===== src/rtl/cpu_pkg.sv =====
// Shared CPU definitions: datapath widths, bench clock period and loader states.
package cpu_pkg;

  localparam int unsigned WORD      = 32;
  localparam int unsigned INSTR_LEN = 32;
  localparam int unsigned CYCLE     = 10;
  localparam int unsigned BYTE_W    = 8;

  typedef enum logic [2:0] {
    ST_IDLE,
    ST_HEADER,
    ST_LOAD,
    ST_WRITE,
    ST_DONE,
    ST_ERR
  } loader_state_t;

endpackage


===== src/rtl/byte_assembler.sv =====
// Little-endian 8-to-32 packer. The first three bytes are held in acc.
// `word` is a preview of the full word with the current in_data placed in the
// lane selected by idx, so the caller can capture the finished word on the
// same edge that accepts the fourth byte.
module byte_assembler
  import cpu_pkg::*;
(
  input  logic                 clk,
  input  logic                 reset,
  input  logic                 clear,
  input  logic                 load,
  input  logic [BYTE_W-1:0]    in_data,
  output logic [INSTR_LEN-1:0] word,
  output logic                 last
);

  logic [1:0]  idx;
  logic [23:0] acc;

  // Byte index and storage for the lower three lanes.
  always_ff @(posedge clk) begin
    if (reset || clear) begin
      idx <= '0;
      acc <= '0;
    end else if (load) begin
      idx <= idx + 2'd1;
      case (idx)
        2'd0:    acc[7:0]   <= in_data;
        2'd1:    acc[15:8]  <= in_data;
        2'd2:    acc[23:16] <= in_data;
        default: ;
      endcase
    end
  end

  // Merge the current byte into its lane.
  always_comb begin
    word = {8'h00, acc};
    case (idx)
      2'd0:    word[7:0]   = in_data;
      2'd1:    word[15:8]  = in_data;
      2'd2:    word[23:16] = in_data;
      default: word[31:24] = in_data;
    endcase
  end

  assign last = (idx == 2'd3);

endmodule


===== src/rtl/imem_loader.sv =====
// Streams a length-prefixed little-endian program into instruction memory,
// holding the processor in reset until the whole program is written.
module imem_loader
  import cpu_pkg::*;
#(
  parameter int unsigned SIZE = 16,
  parameter int unsigned AW   = $clog2(SIZE)
) (
  input  logic                 clk,
  input  logic                 reset,
  input  logic                 start,
  input  logic                 in_valid,
  input  logic [7:0]           in_data,
  output logic                 in_ready,
  output logic                 imem_we,
  output logic [AW-1:0]        imem_addr,
  output logic [INSTR_LEN-1:0] imem_wdata,
  output logic                 cpu_reset,
  output logic                 busy,
  output logic                 done,
  output logic                 error,
  output logic [AW:0]          word_count
);

  localparam int unsigned CW = AW + 1;

  loader_state_t        state;
  logic [CW-1:0]        n_q;
  logic [CW-1:0]        count_inc;
  logic                 accept;
  logic                 hdr_bad;
  logic                 asm_clear;
  logic                 asm_load;
  logic                 asm_last;
  logic [INSTR_LEN-1:0] asm_word;

  assign accept    = in_valid & in_ready;
  assign hdr_bad   = (in_data == 8'd0) || (32'(in_data) > 32'(SIZE));
  assign asm_clear = (state == ST_HEADER) && accept;
  assign asm_load  = (state == ST_LOAD) && accept;
  assign count_inc = word_count + CW'(1);

  byte_assembler u_asm (
    .clk     (clk),
    .reset   (reset),
    .clear   (asm_clear),
    .load    (asm_load),
    .in_data (in_data),
    .word    (asm_word),
    .last    (asm_last)
  );

  // Loader FSM; every output is registered alongside the state it belongs to.
  always_ff @(posedge clk) begin
    if (reset) begin
      state      <= ST_IDLE;
      in_ready   <= 1'b0;
      imem_we    <= 1'b0;
      imem_addr  <= '0;
      imem_wdata <= '0;
      cpu_reset  <= 1'b1;
      busy       <= 1'b0;
      done       <= 1'b0;
      error      <= 1'b0;
      word_count <= '0;
      n_q        <= '0;
    end else begin
      imem_we <= 1'b0;
      case (state)
        ST_IDLE, ST_DONE, ST_ERR: begin
          if (start) begin
            state     <= ST_HEADER;
            in_ready  <= 1'b1;
            busy      <= 1'b1;
            done      <= 1'b0;
            error     <= 1'b0;
            cpu_reset <= 1'b1;
          end
        end
        ST_HEADER: begin
          if (accept) begin
            if (hdr_bad) begin
              state    <= ST_ERR;
              in_ready <= 1'b0;
              busy     <= 1'b0;
              error    <= 1'b1;
            end else begin
              n_q        <= CW'(in_data);
              word_count <= '0;
              state      <= ST_LOAD;
            end
          end
        end
        ST_LOAD: begin
          if (accept && asm_last) begin
            state      <= ST_WRITE;
            in_ready   <= 1'b0;
            imem_we    <= 1'b1;
            imem_addr  <= word_count[AW-1:0];
            imem_wdata <= asm_word;
          end
        end
        ST_WRITE: begin
          word_count <= count_inc;
          if (count_inc == n_q) begin
            state     <= ST_DONE;
            busy      <= 1'b0;
            done      <= 1'b1;
            cpu_reset <= 1'b0;
          end else begin
            state    <= ST_LOAD;
            in_ready <= 1'b1;
          end
        end
        default: state <= ST_IDLE;
      endcase
    end
  end

endmodule


===== config.mk =====
export PLATFORM = sky130hd
export DESIGN_NAME = imem_loader
export DESIGN_NICKNAME = d
export VERILOG_FILES = /design/src/rtl/cpu_pkg.sv /design/src/rtl/byte_assembler.sv /design/src/rtl/imem_loader.sv
export SDC_FILE = /design/constraint.sdc
export NUM_CORES = 1
export LEC_CHECK = 0
export CORE_ASPECT_RATIO = 1.1
export CORE_UTILIZATION = 55
export CTS_BUF_LIST = sky130_fd_sc_hd__clkbuf_2 sky130_fd_sc_hd__clkbuf_4 sky130_fd_sc_hd__clkbuf_8
export DETAILED_ROUTE_END_ITERATION = 16
export GPL_TIMING_DRIVEN = 0
export HOLD_SLACK_MARGIN = 0.08
export PLACE_DENSITY_LB_ADDON = 0.1
export SKIP_LAST_GASP = 1
export SLEW_MARGIN = 20
export SYNTH_ARGS = -nofsm -noshare
export SYNTH_HDL_FRONTEND = slang
export SYNTH_SLANG_ARGS = --single-unit

===== constraint.sdc =====
create_clock -name clk -period 2.6 [get_ports clk]
set_clock_uncertainty 0.2 [all_clocks]
set_input_delay 0.26 -clock clk [delete_from_list [all_inputs] [get_ports clk]]
set_output_delay 0.26 -clock clk [all_outputs]
set_load 0.1 [all_outputs]

After elaboration in Yosys (flattened, before gate mapping)

Index checks and enable logic that the tools add are counted.

Register bits: 81
Output and inout port bits: 47
Logic and storage cells: 88

Mux-type cells: 29
Eq/ne operators: 16
$lt $le $gt $ge: 1
Reductions and logical operators: 24
$add $sub $neg: 2
Bitwise gates (word level): 3

Operators by type and width:

| operator              | number |
|---|---|
| $mux W8               | 4 |
| $mux W3               | 5 |
| $ne A2 B2 Y1 const B  | 6 |
| $pmux W3 S4           | 1 |
| $reduce_and A3 Y1     | 4 |
| $mux W1               | 11 |
| $mux W5               | 2 |
| $pmux W5 S2           | 1 |
| $gt A8 B5 Y1 const B  | 1 |
| $logic_not A8 Y1      | 1 |
| $eq A3 B2 Y1 const B  | 2 |
| $eq A3 B3 Y1 const B  | 2 |
| $pmux W1 S2           | 3 |
| $reduce_and A6 Y1     | 1 |
| $reduce_bool A2 Y1    | 3 |
| $reduce_or A3 Y1      | 2 |
| $add A5 B1 Y5 const B | 1 |
| $eq A5 B5 Y1          | 1 |
| $reduce_and A5 Y1     | 1 |
| $eq A2 B2 Y1 const B  | 2 |
| $pmux W1 S4           | 1 |
| $reduce_and A4 Y1     | 1 |
| $reduce_bool A4 Y1    | 1 |
| $eq A3 B1 Y1 const B  | 1 |
| 13 further kinds      | 17 |

Logic depth before layout (Yosys ltp)

Depth after elaboration: 5
Mapped depth: 7
Depth with buffers taken out: 6

Modules after synthesis

From an unflattened synthesis, not the netlist that was laid out.

Cells, all modules: 436
Area, all modules: 3,870.0 µm²

By module, submodules not included:

| module         | area each (µm²) | instances | cells each |
|---|---|---|---|
| imem_loader    | 2,239.6         | 1         | 279 |
| byte_assembler | 1,630.3         | 1         | 157 |

Least setup slack after synthesis

No wires, ideal clock.

Kind: register -> register
From: register word_count[0]
To: register cpu_reset
Data required time: 2.286 ns
Clock period less this slack: 2.687 ns
Cell stages (with the launch flop): 7
Path buffers: 0
Setup time: 0.114 ns
Arrival time: 2.373 ns
Slack: -0.087 ns
Path through: dfxtp_1 ha_1 nor3b_1 o21a_1 o211ai_1 or2_2 a21o_1

Word-level cells in the longest chain between the ends: 4

Ends and longest elaborated chain:

| element                            | RTL line           | text |
|---|---|---|
| start: declaration                 | imem_loader.sv:22  | `output logic [AW:0] word_count` |
| start signal: assignment           | imem_loader.sv:104 | `word_count <= count_inc;` |
| $add A5 B1 Y5                      | imem_loader.sv:41  | `assign count_inc = word_count + CW'(1);` |
| $eq A5 B5 Y1                       | imem_loader.sv:105 | `if (count_inc == n_q) begin` |
| $ne A2 B2 Y1 (no source line)      | --                 |  |
| $reduce_and A3 Y1 (no source line) | --                 |  |
| end signal: assignment             | imem_loader.sv:61  | `cpu_reset <= 1'b1;` |
| end signal: assignment             | imem_loader.sv:77  | `cpu_reset <= 1'b1;` |
| end signal: assignment             | imem_loader.sv:109 | `cpu_reset <= 1'b0;` |
| end: declaration                   | imem_loader.sv:18  | `output logic cpu_reset,` |

Every way passes these cells.
A chain may end at the register's enable or synchronous reset.

Worst setup path after layout

From: register word_count[4]
To: output port word_count[4]

No word-level cell between the ends.

==> impl_metrics.py <==
metrics = {
    "yosys": {
        "synth_xor_area_share_pct": 2.165,
        "synth-seq-cells": 81,
        "synth_compound_area_share_pct": 17.11,
        "avgSynthCellArea_um2": 8.635,
        "synth_nets": 432,
        "yosys_warnings": 0,
        "syn_area_um2": 3583,
        "synth_edf_count": 0,
        "synthAdderAreaFrac_pct": 1.746,
        "synth_cells": 415,
        "synth_mux_area_share_pct": 8.659,
        "ys_types": 48,
        "synth_top_family_by_area": "simple AND/OR/NAND/NOR gates",
        "yosys.area_share.simple_pct": 19.10,
        "async_reset_ff_share_pct": 0,
        "ys_seq_area_share_pct": 45.25,
        "ys.flop_type": "dfxtp_1",
    },
    "critical_path": {
        "crit_slowest_cell": "clkdlybuf4s50_1",
        "rr_endpoint": "busy",
        "worstSetupPathType": "register to output pin",
        "cpPeakStageDelay_ns": 1.17,
        "crit_path_cell_trace": "clkdlybuf4s50_1",
        "crit_required_ns": 2.14,
        "cp.arrival_ns": 1.95,
        "r2r-start": "word_count[0]",
        "path_delay_family": "buffers and inverters",
        "r2r_setup_slack_ns": 0.43,
        "start_kind": "register",
        "cp_num_buf_inv": 1,
        "crit_fanout": 5,
        "crit_path_end_kind": "output pin",
        "reg2reg_depth": 6,
    },
    "sta": {
        "timing.setup.tns_ns": 0,
        "rsz0062_at_grt": "no",
        "fin_crit_ns": 2.414,
        "slew_violations": 0,
        "setup_violations": 0,
        "max_slew_margin_pct": 32.85,
        "max_clock_freq_mhz": 414.3,
        "worstMarginPinSlew_ns": 1.004,
        "post-route-period-util_pct": 92.83,
        "setup_ws_ns": 0.1864,
        "hold_violations": 0,
    },
    "clock_tree": {
        "cts_htree_levels": 3,
        "cts_tree": "done",
        "cts_max_path_buffers": 2,
        "cts_root_buffer": "clkbuf_8",
        "clk_pin_slew_ns": 0.08,
        "clock-sinks": 81,
        "cts_made_buffers": 9,
        "clk_latency_ns": 0.36,
        "cts_resized": 0,
    },
    "placed_design": {
        "io_buffers": 50,
        "place_ws_ns": 0.2539,
        "placed_area_um2": 4187,
        "place_hpwl_um": 5891,
        "place_congestion": 0.8989,
    },
    "job": {
        "maxCapViolations": 0,
    },
    "grt": {
        "grt_overflow": 0,
        "grt_pass1_vias": 3039,
        "antenna_found_initial": 0,
        "grt_pass1_wl_um": 14520,
        "grt_max_degree": 14,
        "grt_use_total_pct": 27.65,
    },
    "floorplan": {
        "coreArea_um2": 6231,
        "die_h_um": 86.66,
        "die_area_um2": 6842,
        "num_rows": 30,
        "dieWidth_um": 78.96,
        "top_level_ports": 59,
        "initial_core_util_pct": 57.51,
    },
    "routing": {
        "routedWlPerCell_um": 15.41,
        "antenna_left": 0,
        "drc_errors": 0,
        "route.vias.total": 3232,
        "drt_iter0_drc": 205,
        "drtPass1Iterations": 5,
        "avgViaCountPerCell": 5.690,
        "wirelength_um": 8751,
    },
    "pwr": {
        "power_density_nw_per_um2": 556.9,
        "ir_drop_v": 0.0004123,
        "p_leak_nw": 1.565,
    },
    "hold_path": {
        "hold_class": "input pin to register",
        "min-delay-start": "in_data[5]",
        "min_path_cells": 3,
        "min_to": "imem_wdata[29]",
    },
    "final_layout": {
        "layout-drive-gt1-share_pct": 11.27,
        "nets": 500,
        "final_area_um2": 4481,
        "area_growth_pct": 25.03,
        "diodes": 0,
    },
    "run_status": {
        "outcome": "complete, no violations",
    },
}
-- tightest hold or removal path: cells and delay by family --
kind	cells	cell delay [ns]
AOI/OAI and AO/OA	1	0.05
and+or+nand+nor	1	0.13
buffers and inverters	1	0.24
-- routing by layer --
layer | global-route usage (%) | share of wire, % | vias to the layer above
met3 | 4.526 | 4.7 | 21
met1 | 32.78 | 42 | 1517
li1 | - | - | 1574
met4 | 14.55 | 2.9 | 0
met5 | 0 | 0 | -
met2 | 47.81 | 50 | 120
-- cell families after synthesis --
kind of cell / Yosys count
simple gates: 147
compound gates: 98
flops: 81
buf+inv: 45
mux: 31
xor+xnor: 8
fa+ha+maj: 5
-- layout make-up --
type	count	area, um2
clock buffers	11	145.1
inverters	5	18.77
plain buffers	40	195.2
clock inverters	5	78.83
multi-input cells	289	1748
well taps	80	100.1
flip-flops and latches	81	1624
fillers	505	1750
repair buffers	57	570.5
-- worst max-delay path by stage --
stage,from,to,depth (start not counted)
floorplan,word_count[2],cpu_reset,6
global placement,in_valid,imem_wdata[13],8
detailed placement,in_valid,imem_wdata[21],8
CTS,word_count[4],word_count[4],1
global route,word_count[4],word_count[4],1
finish,word_count[4],word_count[4],1
-- state kept, by name, summed over array words and instances (netlist names) --
name and count:
imem_wdata 32, u_asm.acc 24, n_q 5, word_count 5
imem_addr 4, state 3, u_asm.idx 2, busy 1
cpu_reset 1, done 1, error 1, imem_we 1
in_ready 1
-- power breakdown --
part	internal, mW	switching, mW	total [mW]
combinational	0.0626	0.144	0.207
clock	0.576	0.456	1.03
sequential	1.25	0.00857	1.26
-- synthesized netlist by cell type (3+ instances only) --
master | count | share of area (%)
buf_4 | 3 | 0.63
nor2_1 | 36 | 3.8
buf_2 | 21 | 2.9
mux2i_1 | 31 | 8.7
nand3_1 | 28 | 3.9
clkbuf_1 | 14 | 1.5
inv_1 | 5 | 0.52
dfxtp_1 | 81 | 45
nand2_1 | 58 | 6.1
a31oi_1 | 3 | 0.52
nand2b_1 | 5 | 0.87
o21ai_0 | 9 | 1.3
a211oi_1 | 24 | 5.0
ha_1 | 5 | 1.7
xnor2_1 | 5 | 1.2
a21oi_1 | 47 | 6.6
-- placed cells by master (no fill, tap or decap), types with 7 or more instances in the layout --
cell type        instances
nand3_1                 28
clkbuf_1                14
buf_2                   21
a211oi_1                24
dfxtp_1                 79
a21oi_1                 47
mux2i_1                 31
dlygate4sd3_1            7
nor2_1                  36
nand2_1                 58
o21ai_0                  9
clkdlybuf4s50_1         50
clkbuf_8                10
-- through the flow --
stage | util, % | total power [mW] | instances | hold slack (ns)
2_1_floorplan | - | 1.427 | 415 | 0.2357
3_3_place_gp | 67.19 | 1.478 | 545 | 0.2410
3_5_place_dp | 67.19 | 1.481 | 545 | 0.2473
4_1_cts | 71.91 | 2.504 | 568 | 0.1606
5_1_grt | 71.91 | 2.576 | 568 | 0.1947
6_report | 71.91 | 2.495 | 568 | 0.1729
-- timing repair --
item | CTS | global route
endpoints found under the hold margin | 30 | 0
hold buffers | 7 | 0
buffers inserted | 0 | 0
Note: power is estimated with default switching activity, not from simulation.
